`config.mk`:
```
export PLATFORM = sky130hd
export DESIGN_NAME = lease_table_loader
export DESIGN_NICKNAME = d
export VERILOG_FILES = /design/src/rtl/lease_table_loader_pkg.sv /design/src/rtl/lease_loader_fetch.sv /design/src/rtl/lease_table_loader.sv
export SDC_FILE = /design/constraint.sdc
export NUM_CORES = 1
export LEC_CHECK = 0
export BUFFER_PORTS_ARGS = -buffer_cell sky130_fd_sc_hd__clkbuf_2
export CORE_MARGIN = 2
export CORE_UTILIZATION = 30
export DETAILED_ROUTE_END_ITERATION = 10
export PLACE_DENSITY_LB_ADDON = 0.3
export RECOVER_POWER = 100
export SETUP_SLACK_MARGIN = 0.02
export SYNTH_ARGS = -nofsm -noshare
export SYNTH_HDL_FRONTEND = slang
export SYNTH_SLANG_ARGS = --single-unit
```
`constraint.sdc`:
```
create_clock -name clock_i -period 3.92 [get_ports clock_i]
set_clock_uncertainty 0.05 [all_clocks]
set_input_delay 0 -clock clock_i [delete_from_list [all_inputs] [get_ports clock_i]]
set_output_delay 0 -clock clock_i [all_outputs]
set_load 0.01 [all_outputs]
```
`src/rtl/lease_table_loader_pkg.sv`:
```
// Shared lease loader definitions: table geometry, config
// register indices and the loader FSM state encoding.
package lease_table_loader_pkg;

    // LLT entries per table
    localparam int N_ENTRIES     = 128;
    localparam int BW_ENTRIES    = $clog2(N_ENTRIES);
    // write address space covers config indices and both tables
    localparam int BW_ADDR_SPACE = BW_ENTRIES + 1;
    // entry counter holds 0..N_ENTRIES inclusive
    localparam int BW_CNT        = BW_ENTRIES + 1;

    // config register index, in image order after the count word
    typedef enum logic [2:0] {
        CON_DEFAULT_LEASE  = 3'd0,
        CON_LEASE1         = 3'd1,
        CON_DUAL_PROB      = 3'd2,
        CON_REFS_PER_PHASE = 3'd3,
        CON_DUAL_LEASE_REF = 3'd4
    } con_idx_t;

    typedef enum logic [2:0] {
        ST_IDLE,
        ST_HDR,
        ST_CFG,
        ST_ADDR,
        ST_LEASE,
        ST_CLEAR,
        ST_FIN
    } state_t;

endpackage

```
`src/rtl/lease_loader_fetch.sv`:
```
// Single-outstanding req/ack word fetcher.
// Ports: load_i/base_i start at a base word, next_i fetches the
// following word; word_o/valid_o present data the cycle after ack.
module lease_loader_fetch (
    input  logic        clock_i,
    input  logic        resetn_i,
    input  logic        load_i,
    input  logic        next_i,
    input  logic [31:0] base_i,
    output logic        mem_req_o,
    output logic [31:0] mem_addr_o,
    input  logic        mem_ack_i,
    input  logic [31:0] mem_data_i,
    output logic [31:0] word_o,
    output logic        valid_o
);

    always_ff @(posedge clock_i or negedge resetn_i) begin
        if (!resetn_i) begin
            mem_req_o  <= 1'b0;
            mem_addr_o <= '0;
            word_o     <= '0;
            valid_o    <= 1'b0;
        end else begin
            valid_o <= 1'b0;
            if (load_i) begin
                mem_req_o  <= 1'b1;
                mem_addr_o <= base_i;
            end else if (next_i) begin
                // wraps mod 2^32 by design
                mem_req_o  <= 1'b1;
                mem_addr_o <= mem_addr_o + 32'd1;
            end else if (mem_req_o && mem_ack_i) begin
                mem_req_o <= 1'b0;
                word_o    <= mem_data_i;
                valid_o   <= 1'b1;
            end
        end
    end

endmodule

```
`src/rtl/lease_table_loader.sv`:
```
// Reloads lease policy config and tables from a memory image.
// Ports: start/base in, mem req/ack read port, con/llt write port,
// hold/busy status, done/error completion pulses.
module lease_table_loader
    import lease_table_loader_pkg::*;
(
    input  logic                     clock_i,
    input  logic                     resetn_i,
    input  logic                     start_i,
    input  logic [31:0]              base_addr_i,
    output logic                     mem_req_o,
    output logic [31:0]              mem_addr_o,
    input  logic                     mem_ack_i,
    input  logic [31:0]              mem_data_i,
    output logic                     con_wren_o,
    output logic                     llt_wren_o,
    output logic [BW_ADDR_SPACE-1:0] llt_addr_o,
    output logic [31:0]              llt_data_o,
    output logic                     hold_o,
    output logic                     busy_o,
    output logic                     done_o,
    output logic                     error_o
);

    localparam logic [BW_ADDR_SPACE-1:0] TBL2 = BW_ADDR_SPACE'(N_ENTRIES);
    localparam logic [BW_CNT-1:0]        LAST = BW_CNT'(N_ENTRIES - 1);
    localparam logic [BW_CNT-1:0]        CLST = BW_CNT'(CON_DUAL_LEASE_REF);

    state_t            state_q, state_d;
    logic [BW_CNT-1:0] n_q, n_d;
    logic [BW_CNT-1:0] idx_q, idx_d;
    logic              half_q, half_d;
    logic              err_q, err_d;

    logic        f_load, f_next, f_valid;
    logic [31:0] f_word;

    logic                     con_we, llt_we;
    logic [BW_ADDR_SPACE-1:0] wr_addr;
    logic [31:0]              wr_data;

    lease_loader_fetch u_fetch (
        .clock_i    (clock_i),
        .resetn_i   (resetn_i),
        .load_i     (f_load),
        .next_i     (f_next),
        .base_i     (base_addr_i),
        .mem_req_o  (mem_req_o),
        .mem_addr_o (mem_addr_o),
        .mem_ack_i  (mem_ack_i),
        .mem_data_i (mem_data_i),
        .word_o     (f_word),
        .valid_o    (f_valid)
    );

    always_ff @(posedge clock_i or negedge resetn_i) begin
        if (!resetn_i) begin
            state_q <= ST_IDLE;
            n_q     <= '0;
            idx_q   <= '0;
            half_q  <= 1'b0;
            err_q   <= 1'b0;
        end else begin
            state_q <= state_d;
            n_q     <= n_d;
            idx_q   <= idx_d;
            half_q  <= half_d;
            err_q   <= err_d;
        end
    end

    always_comb begin
        state_d = state_q;
        n_d     = n_q;
        idx_d   = idx_q;
        half_d  = half_q;
        err_d   = err_q;
        f_load  = 1'b0;
        f_next  = 1'b0;
        con_we  = 1'b0;
        llt_we  = 1'b0;
        wr_addr = '0;
        wr_data = '0;
        unique case (state_q)
            ST_IDLE: begin
                if (start_i) begin
                    f_load  = 1'b1;
                    err_d   = 1'b0;
                    idx_d   = '0;
                    state_d = ST_HDR;
                end
            end
            ST_HDR: begin
                if (f_valid) begin
                    if (f_word > 32'(N_ENTRIES)) begin
                        err_d   = 1'b1;
                        state_d = ST_FIN;
                    end else begin
                        n_d     = f_word[BW_CNT-1:0];
                        f_next  = 1'b1;
                        state_d = ST_CFG;
                    end
                end
            end
            ST_CFG: begin
                if (f_valid) begin
                    con_we  = 1'b1;
                    wr_addr = idx_q;
                    wr_data = f_word;
                    if (idx_q == CLST) begin
                        idx_d  = '0;
                        half_d = 1'b0;
                        if (n_q == '0) begin
                            state_d = ST_CLEAR;
                        end else begin
                            f_next  = 1'b1;
                            state_d = ST_ADDR;
                        end
                    end else begin
                        idx_d  = idx_q + 1'b1;
                        f_next = 1'b1;
                    end
                end
            end
            ST_ADDR: begin
                if (f_valid) begin
                    llt_we  = 1'b1;
                    wr_addr = idx_q;
                    wr_data = f_word;
                    f_next  = 1'b1;
                    if (idx_q == n_q - 1'b1) begin
                        idx_d   = '0;
                        state_d = ST_LEASE;
                    end else begin
                        idx_d = idx_q + 1'b1;
                    end
                end
            end
            ST_LEASE: begin
                if (f_valid) begin
                    llt_we  = 1'b1;
                    wr_addr = TBL2 + idx_q;
                    wr_data = f_word;
                    if (idx_q == n_q - 1'b1) begin
                        idx_d  = n_q;
                        half_d = 1'b0;
                        state_d = (n_q == BW_CNT'(N_ENTRIES))
                                ? ST_FIN : ST_CLEAR;
                    end else begin
                        idx_d  = idx_q + 1'b1;
                        f_next = 1'b1;
                    end
                end
            end
            ST_CLEAR: begin
                // address table entry first, then its lease slot
                llt_we  = 1'b1;
                wr_addr = half_q ? (TBL2 + idx_q) : idx_q;
                half_d  = ~half_q;
                if (half_q) begin
                    if (idx_q == LAST) begin
                        state_d = ST_FIN;
                    end else begin
                        idx_d = idx_q + 1'b1;
                    end
                end
            end
            ST_FIN: begin
                state_d = ST_IDLE;
            end
            default: begin
                state_d = ST_IDLE;
            end
        endcase
    end

    assign con_wren_o = con_we;
    assign llt_wren_o = llt_we;
    assign llt_addr_o = wr_addr;
    assign llt_data_o = wr_data;
    assign busy_o     = (state_q != ST_IDLE) && (state_q != ST_FIN);
    assign hold_o     = busy_o;
    assign done_o     = (state_q == ST_FIN);
    assign error_o    = (state_q == ST_FIN) && err_q;

endmodule
```
# Word level (Yosys, flattened, before mapping)

Cells that the tools add are included.

Flip-flop bits (word level): 87
Bits in latches: 0
Bits in writable memories: 0
ROM bits: 0
Input bits: 68
Output and inout port bits: 79
Logic and storage cells: 121
Memories kept: 0

Add/subtract/negate cells: 4
$mul: 0
Divide/modulo/power cells: 0
$lt $le $gt $ge: 1
Equality and inequality tests: 23
Shift operators: 0
Multiplexer cells: 60
Bitwise gates (word level): 4
Reduce and logical (&&, ||, !) cells: 20

Operators by type and width:

| operator                                                                 | count |
|---|---|
| 32-bit 2-to-1 mux                                                        | 4 |
| 8-bit 2-to-1 mux                                                         | 12 |
| 8-bit one-hot mux with 5 select lines                                    | 1 |
| 3-bit 2-to-1 mux                                                         | 12 |
| 32-bit by 1-bit adder with 32-bit output (second input constant)         | 1 |
| 32-bit by 8-bit > comparator with 1-bit output (second input constant)   | 1 |
| 1-bit 2-to-1 mux                                                         | 24 |
| 8-bit one-hot mux with 3 select lines                                    | 1 |
| 3-bit one-hot mux with 6 select lines                                    | 1 |
| 2-bit inequality test (second input constant)                            | 8 |
| 10-bit AND reduction                                                     | 1 |
| 3-bit equality test (second input constant)                              | 3 |
| 3-bit nonzero test                                                       | 3 |
| 8-bit by 1-bit adder with 8-bit output (second input constant)           | 1 |
| 8-bit adder (first input constant)                                       | 1 |
| 8-bit by 3-bit equality test with 1-bit output (second input constant)   | 1 |
| 8-bit by 7-bit equality test with 1-bit output (second input constant)   | 1 |
| 8-bit equality test                                                      | 1 |
| 8-bit equality test (second input constant)                              | 1 |
| 8-bit zero test                                                          | 1 |
| 2-bit by 1-bit inequality test with 1-bit output (second input constant) | 4 |
| 8-bit by 1-bit subtractor with 8-bit output (second input constant)      | 1 |
| 7-bit AND reduction                                                      | 1 |
| 3-bit by 2-bit equality test with 1-bit output (second input constant)   | 2 |
| other kinds (16)                                                         | 25 |

# Logic depth before layout (Yosys ltp)

Depth after elaboration: 7
Gate-level depth with buffers: 11

# By module

From an unflattened synthesis, not the netlist that was laid out.

Cell total of the unflattened synthesis: 573
Area total of the unflattened synthesis: 5301.3 um^2

Modules (own cells, without submodules):

| module             | times used | cells each | area each (um^2) | seq. area each (um^2) |
|---|---|---|---|---|
| lease_loader_fetch | 1          | 295        | 3124.2           | 1651.6 |
| lease_table_loader | 1          | 278        | 2177.1           | 525.5 |

# Least setup slack after synthesis

No wires, ideal clock.

Path type: reg2reg
From: reg n_q[2]
To: reg u_fetch.word_o[10]
Setup time: 127 ps
Arrival: 2817 ps
Path slack: 926 ps
Stages on the path, launching flop included: 10
Path buffers: 2
Clock period less this slack: 2994 ps
Cells stage by stage: dfrtp_1 > or4_1 > or3b_1 > o31ai_2 > a31oi_2 > a31oi_2 > and4_1 > buf_2 > buf_6 > mux2_1

Word-level cells in the longest chain between the ends: 7
Elaborated cells between the ends (all ways): 11
Those cells by class: 1 x add/sub; 1 x eq/ne; 6 x mux; 1 x bitwise; 2 x reduce/logical

RTL lines:

| item                                                                                  | RTL line                                             | source |
|---|---|---|
| from (decl)                                                                           | lease_table_loader.sv:30                             | `logic [BW_CNT-1:0] n_q, n_d;` |
| from (signal assigned)                                                                | lease_table_loader.sv:65                             | `n_q <= n_d;` |
| 8-bit by 1-bit subtractor with 8-bit output / 8-bit zero test (equally long branches) | lease_table_loader.sv:144, lease_table_loader.sv:113 |  |
| 8-bit equality test / 1-bit 2-to-1 mux (equally long branches)                        | lease_table_loader.sv:144, lease_table_loader.sv:113 |  |
| 1-bit 2-to-1 mux, on equally long branches                                            | lease_table_loader.sv:144, lease_table_loader.sv:110 |  |
| 1-bit 2-to-1 mux, on equally long branches                                            | lease_table_loader.sv:140, lease_table_loader.sv:106 |  |
| 1-bit one-hot mux with 4 select lines *                                               | lease_table_loader.sv:84                             | `unique case (state_q)` |
| 1-bit inverter (no source line) *                                                     | --                                                   |  |
| 3-bit AND reduction (no source line) *                                                | --                                                   |  |
| to (signal assigned)                                                                  | lease_loader_fetch.sv:35                             | `word_o <= mem_data_i;` |
| to (decl)                                                                             | lease_loader_fetch.sv:14                             | `output logic [31:0] word_o,` |

Mark *: on every way between the ends. The rest lies on a longest branch, timed or not.
A chain may end at the register's enable or synchronous reset.

# Worst setup path after layout

From: reg u_fetch.word_o[3]
To: reg u_fetch.mem_addr_o[29]

Word-level cells in the longest chain between the ends: 5

RTL lines:

| item                                           | RTL line                 | source |
|---|---|---|
| 32-bit by 8-bit > comparator with 1-bit output | lease_table_loader.sv:95 | `if (f_word > 32'(N_ENTRIES)) begin` |
| 1-bit 2-to-1 mux                               | lease_table_loader.sv:95 |  |
| 1-bit 2-to-1 mux                               | lease_table_loader.sv:94 | `if (f_valid) begin` |
| 1-bit one-hot mux with 4 select lines          | lease_table_loader.sv:84 |  |
| 2-bit nonzero test (no source line)            | --                       |  |
| to (signal assigned)                           | lease_loader_fetch.sv:28 | `mem_addr_o <= base_i;` |
| to (signal assigned)                           | lease_loader_fetch.sv:32 | `mem_addr_o <= mem_addr_o + 32'd1;` |
| to (decl)                                      | lease_loader_fetch.sv:11 | `output logic [31:0] mem_addr_o,` |

No other way between the ends.

==> summary.txt <==
Run status
  – Status: complete, but fails checks
  – Violated checks: capacitance limit, slew limit

Clock tree
  – Cts repair resizes: 0
  – H-tree depth reported by CTS: 3
  – Clock tree sinks: 87
  – Num CTS Buffers: 9
  – Clock slew at reported path FFs: 0.07 ns
  – TritonCTS clock tree: done
  – Cts hold-fix bufs: 66
  – Root Driver: clkbuf_16
  – Clock Latency Late Sink: 0.35 ns
  – Postcts setup bufs: 0
  – Clk buf depth: 2

Timing
  – Post-route setup TNS: 0 ns
  – Achievable Freq: 0.2930 GHz
  – Final Hold Viols: 0
  – Pins Over Slew Limit: 53
  – Rel. slew slack: -0.9865
  – Unrepaired setup endpoints after global routing: no
  – Slew @ Worst Pin: 2.980 ns
  – PnR worst setup slack: 0.5065 ns
  – Fin crit period: 3.414 ns
  – Final Cycle Share: 0.8708
  – Final setup viols: 0

GRT
  – Initial antenna violation count: 0
  – Grt ovf: 0
  – Largest net degree at the start of global routing: 60
  – Number of global-route vias before repair: 5023
  – Total track usage: 0.1701
  – First-pass GRT wire length: 25060 um

Setup path
  – Reg-to-reg startpoint: u_fetch.word_o[3]$_DFFE_PN0P_
  – CP Data Required Time: 4.14 ns
  – Flop-to-flop setup slack: 0.51 ns
  – Reg2reg path depth: 8
  – Crit path capture type: register
  – Slowest cell on the critical path: or4b_1
  – Startpoint types: register
  – CP max stage delay: 0.60 ns
  – Critical path, cell by cell: or4_1 > o41ai_1 > or4b_1 > a31oi_2 > a31oi_1 > buf_4 > or4_1 > a31oi_1
  – WP buf/inv: 1
  – Crit Path Category: reg2reg
  – Worst R2R End: u_fetch.mem_addr_o[29]$_DFFE_PN0P_
  – Top delay family on crit path: simple AND/OR/NAND/NOR gates
  – Critical Path Fanout Max: 32
  – Critical path data arrival time: 3.64 ns

Synthesis
  – Syn nets: 640
  – Ys flop type: dfrtp_1
  – Synthesized area: 5215 um^2
  – Sequential share of the synthesized area: 0.4175
  – Seq cells post-synth: 87
  – Yosys top cell by area: dfrtp_1
  – Synthesized area per cell: 9.198 um^2
  – Number of synthesis warnings: 0
  – FFs w/ async S/R, synth: 1.000
  – Top cell type's share of synthesized area: 0.4175
  – Synth Instances: 567
  – EDFF count, synth: 0
  – Top post-synthesis cells by area: dfrtp_1, mux2_1, and2_1, a31oi_1, nor2_1
  – Yosys cell types: 58

Pwr
  – Leak pwr: 2.973 nW
  – Seq pwr share: 0.405
  – Clk pwr share: 0.205
  – Logic gate share of total power: 0.390
  – Cell-internal power: 0.002396 W
  – Net Sw Frac: 0.4107
  – Peak supply drop: 0.3068 mV
  – Pwr dens: 580.2 nW/um^2
  – Psw: 0.001670 W

Min path
  – WHS Endpoint: u_fetch.mem_addr_o[8]$_DFFE_PN0P_
  – Hold Path Depth: 5
  – HP Start: start_i
  – Type of the most critical hold path: in2reg

Detailed routing
  – Detailed-route via count: 4958
  – WL/cell: 15.27 um
  – Antenna-violating nets left: 0
  – Via-per-instance ratio: 4.973
  – DRC viols: 0
  – Final wirelength: 15230 um
  – First DRT Iteration DRCs: 228
  – Drt first pass iters: 4

Placed design
  – Hpwl dp: 10470 um
  – Gpl congestion: 0.8012
  – Place WS: 0.6338 ns
  – PortBufs: 146

Final layout
  – Fill cells: 1717
  – Final nets: 840
  – Share of cells above drive strength 1: 0.1852
  – Antenna cell count: 0
  – Area delta synth->final: 34.38%

Floorplan
  – Initial Utilization: 0.3047
  – Row Count: 48
  – Die area: 18450 um^2
  – DIE HEIGHT: 135.8 um
  – IO Pins: 147
  – Core footprint: 17120 um^2
  – Die W: 135.8 um

Run
  – Max Cap Viol: 1
logic make-up (layout without fill, tap and decap cells):
family / after synthesis / after routing / share of synthesized area
compound gates: 122 / 122 / 0.1548
xor+xnor: 10 / 10 / 0.01680
fa+ha+maj: 5 / 5 / 0.01200
buf+inv: 51 / 256 / 0.04319
flops: 87 / 87 / 0.4175
mux: 46 / 46 / 0.09861
simple gates: 246 / 246 / 0.2572
tightest hold or removal path: cells and delay by family:
kind	cells	cell delay, ns
buf+inv	2	0.28
simple gates	3	0.30
registers in the layout, summed over array words and instances, names as in the netlist:
register            flops
u_fetch.valid_o         1
state_q                 3
u_fetch.word_o         32
u_fetch.mem_req_o       1
n_q                     8
half_q                  1
u_fetch.mem_addr_o     32
err_q                   1
idx_q                   8
power groups by stage:
stage	registers [W]	clock network [W]	logic (W)
after floorplan	0.00158	0	0.00110
after global placement	0.00166	0	0.00158
after detailed placement	0.00166	0	0.00160
after CTS	0.00165	0.000863	0.00166
after global routing	0.00172	0.000895	0.00179
final	0.00165	0.000832	0.00159
per-stage QoR:
stage	instances	instance area (um^2)	hold slack, ns	utilization	power (W)
after floorplan	567	5215	-0.3456	-	0.002678
after global placement	915	6157	0.05616	0.3597	0.003239
after detailed placement	915	6157	0.05789	0.3597	0.003262
after CTS	997	7101	0.2194	0.4148	0.004172
after global routing	997	7008	0.2812	0.4094	0.004407
final	997	7008	0.2416	0.4094	0.004066
synth_stat cells (7+ instances only):
| library cell | n |
|---|---|
| nand4_1 | 8 |
| or4_1 | 13 |
| mux2_1 | 29 |
| nand3_1 | 20 |
| and3_1 | 8 |
| a21oi_1 | 12 |
| dfrtp_1 | 87 |
| clkbuf_1 | 24 |
| mux2_2 | 14 |
| nor4_1 | 8 |
| nor2_1 | 55 |
| nor2b_1 | 7 |
| inv_1 | 17 |
| nand2_1 | 39 |
| xnor2_1 | 8 |
| a31oi_1 | 35 |
| and2_1 | 40 |
| o31ai_1 | 10 |
| o21ai_0 | 30 |
| or3_1 | 14 |
| nand2b_1 | 7 |
worst max-delay path by stage:
stage	start	to	slack (ns)	cells after the start
after floorplan	n_q[2]$_DFFE_PN0P_	u_fetch.word_o[10]$_DFFE_PN0P_	0.93	9
after global placement	n_q[2]$_DFFE_PN0P_	u_fetch.word_o[31]$_DFFE_PN0P_	0.68	8
after detailed placement	n_q[2]$_DFFE_PN0P_	u_fetch.word_o[0]$_DFFE_PN0P_	0.63	8
after CTS	n_q[2]$_DFFE_PN0P_	u_fetch.word_o[0]$_DFFE_PN0P_	0.62	8
after global routing	n_q[2]$_DFFE_PN0P_	u_fetch.word_o[0]$_DFFE_PN0P_	0.29	8
final	u_fetch.word_o[3]$_DFFE_PN0P_	u_fetch.mem_addr_o[29]$_DFFE_PN0P_	0.51	8
placed cells by master (no fill, tap or decap), types with 11 or more instances in the layout:
master | netlist | routed
clkbuf_2 | 0 | 98
mux2_2 | 14 | 14
or3_1 | 14 | 14
clkbuf_1 | 24 | 51
and2_0 | 0 | 30
mux2_1 | 29 | 29
inv_1 | 17 | 17
a31oi_1 | 35 | 36
or4_1 | 13 | 13
o21ai_0 | 30 | 31
dlygate4sd3_1 | 0 | 66
nand3_1 | 20 | 20
dfrtp_1 | 87 | 87
nand2_1 | 39 | 39
a21oi_1 | 12 | 12
nor2_1 | 55 | 55
o31ai_1 | 10 | 11
per-layer routing:
| metal | wire length [um] | GRT usage | vias to the layer above | part of all wire |
|---|---|---|---|---|
| li1 | - | - | 2475 | - |
| met1 | 7154 | 0.2232 | 2340 | 0.47 |
| met2 | 6921 | 0.2747 | 125 | 0.45 |
| met3 | 899 | 0.04400 | 18 | 0.059 |
| met4 | 251 | 0.05382 | 0 | 0.016 |
| met5 | 0 | 0 | - | 0 |
final cells by class:
type	count	area, um^2	share of cell area
clock buffers	11	242.7	0.03464
clock inverters	5	40.04	0.005713
inverters	17	63.81	0.009106
multi-input cells	429	2796	0.3990
flip-flops and latches	87	2177	0.3107
well taps	225	281.5	0.04017
repair buffers	223	1406	0.2007
No activity file was read; power rests on OpenSTA's default activity.
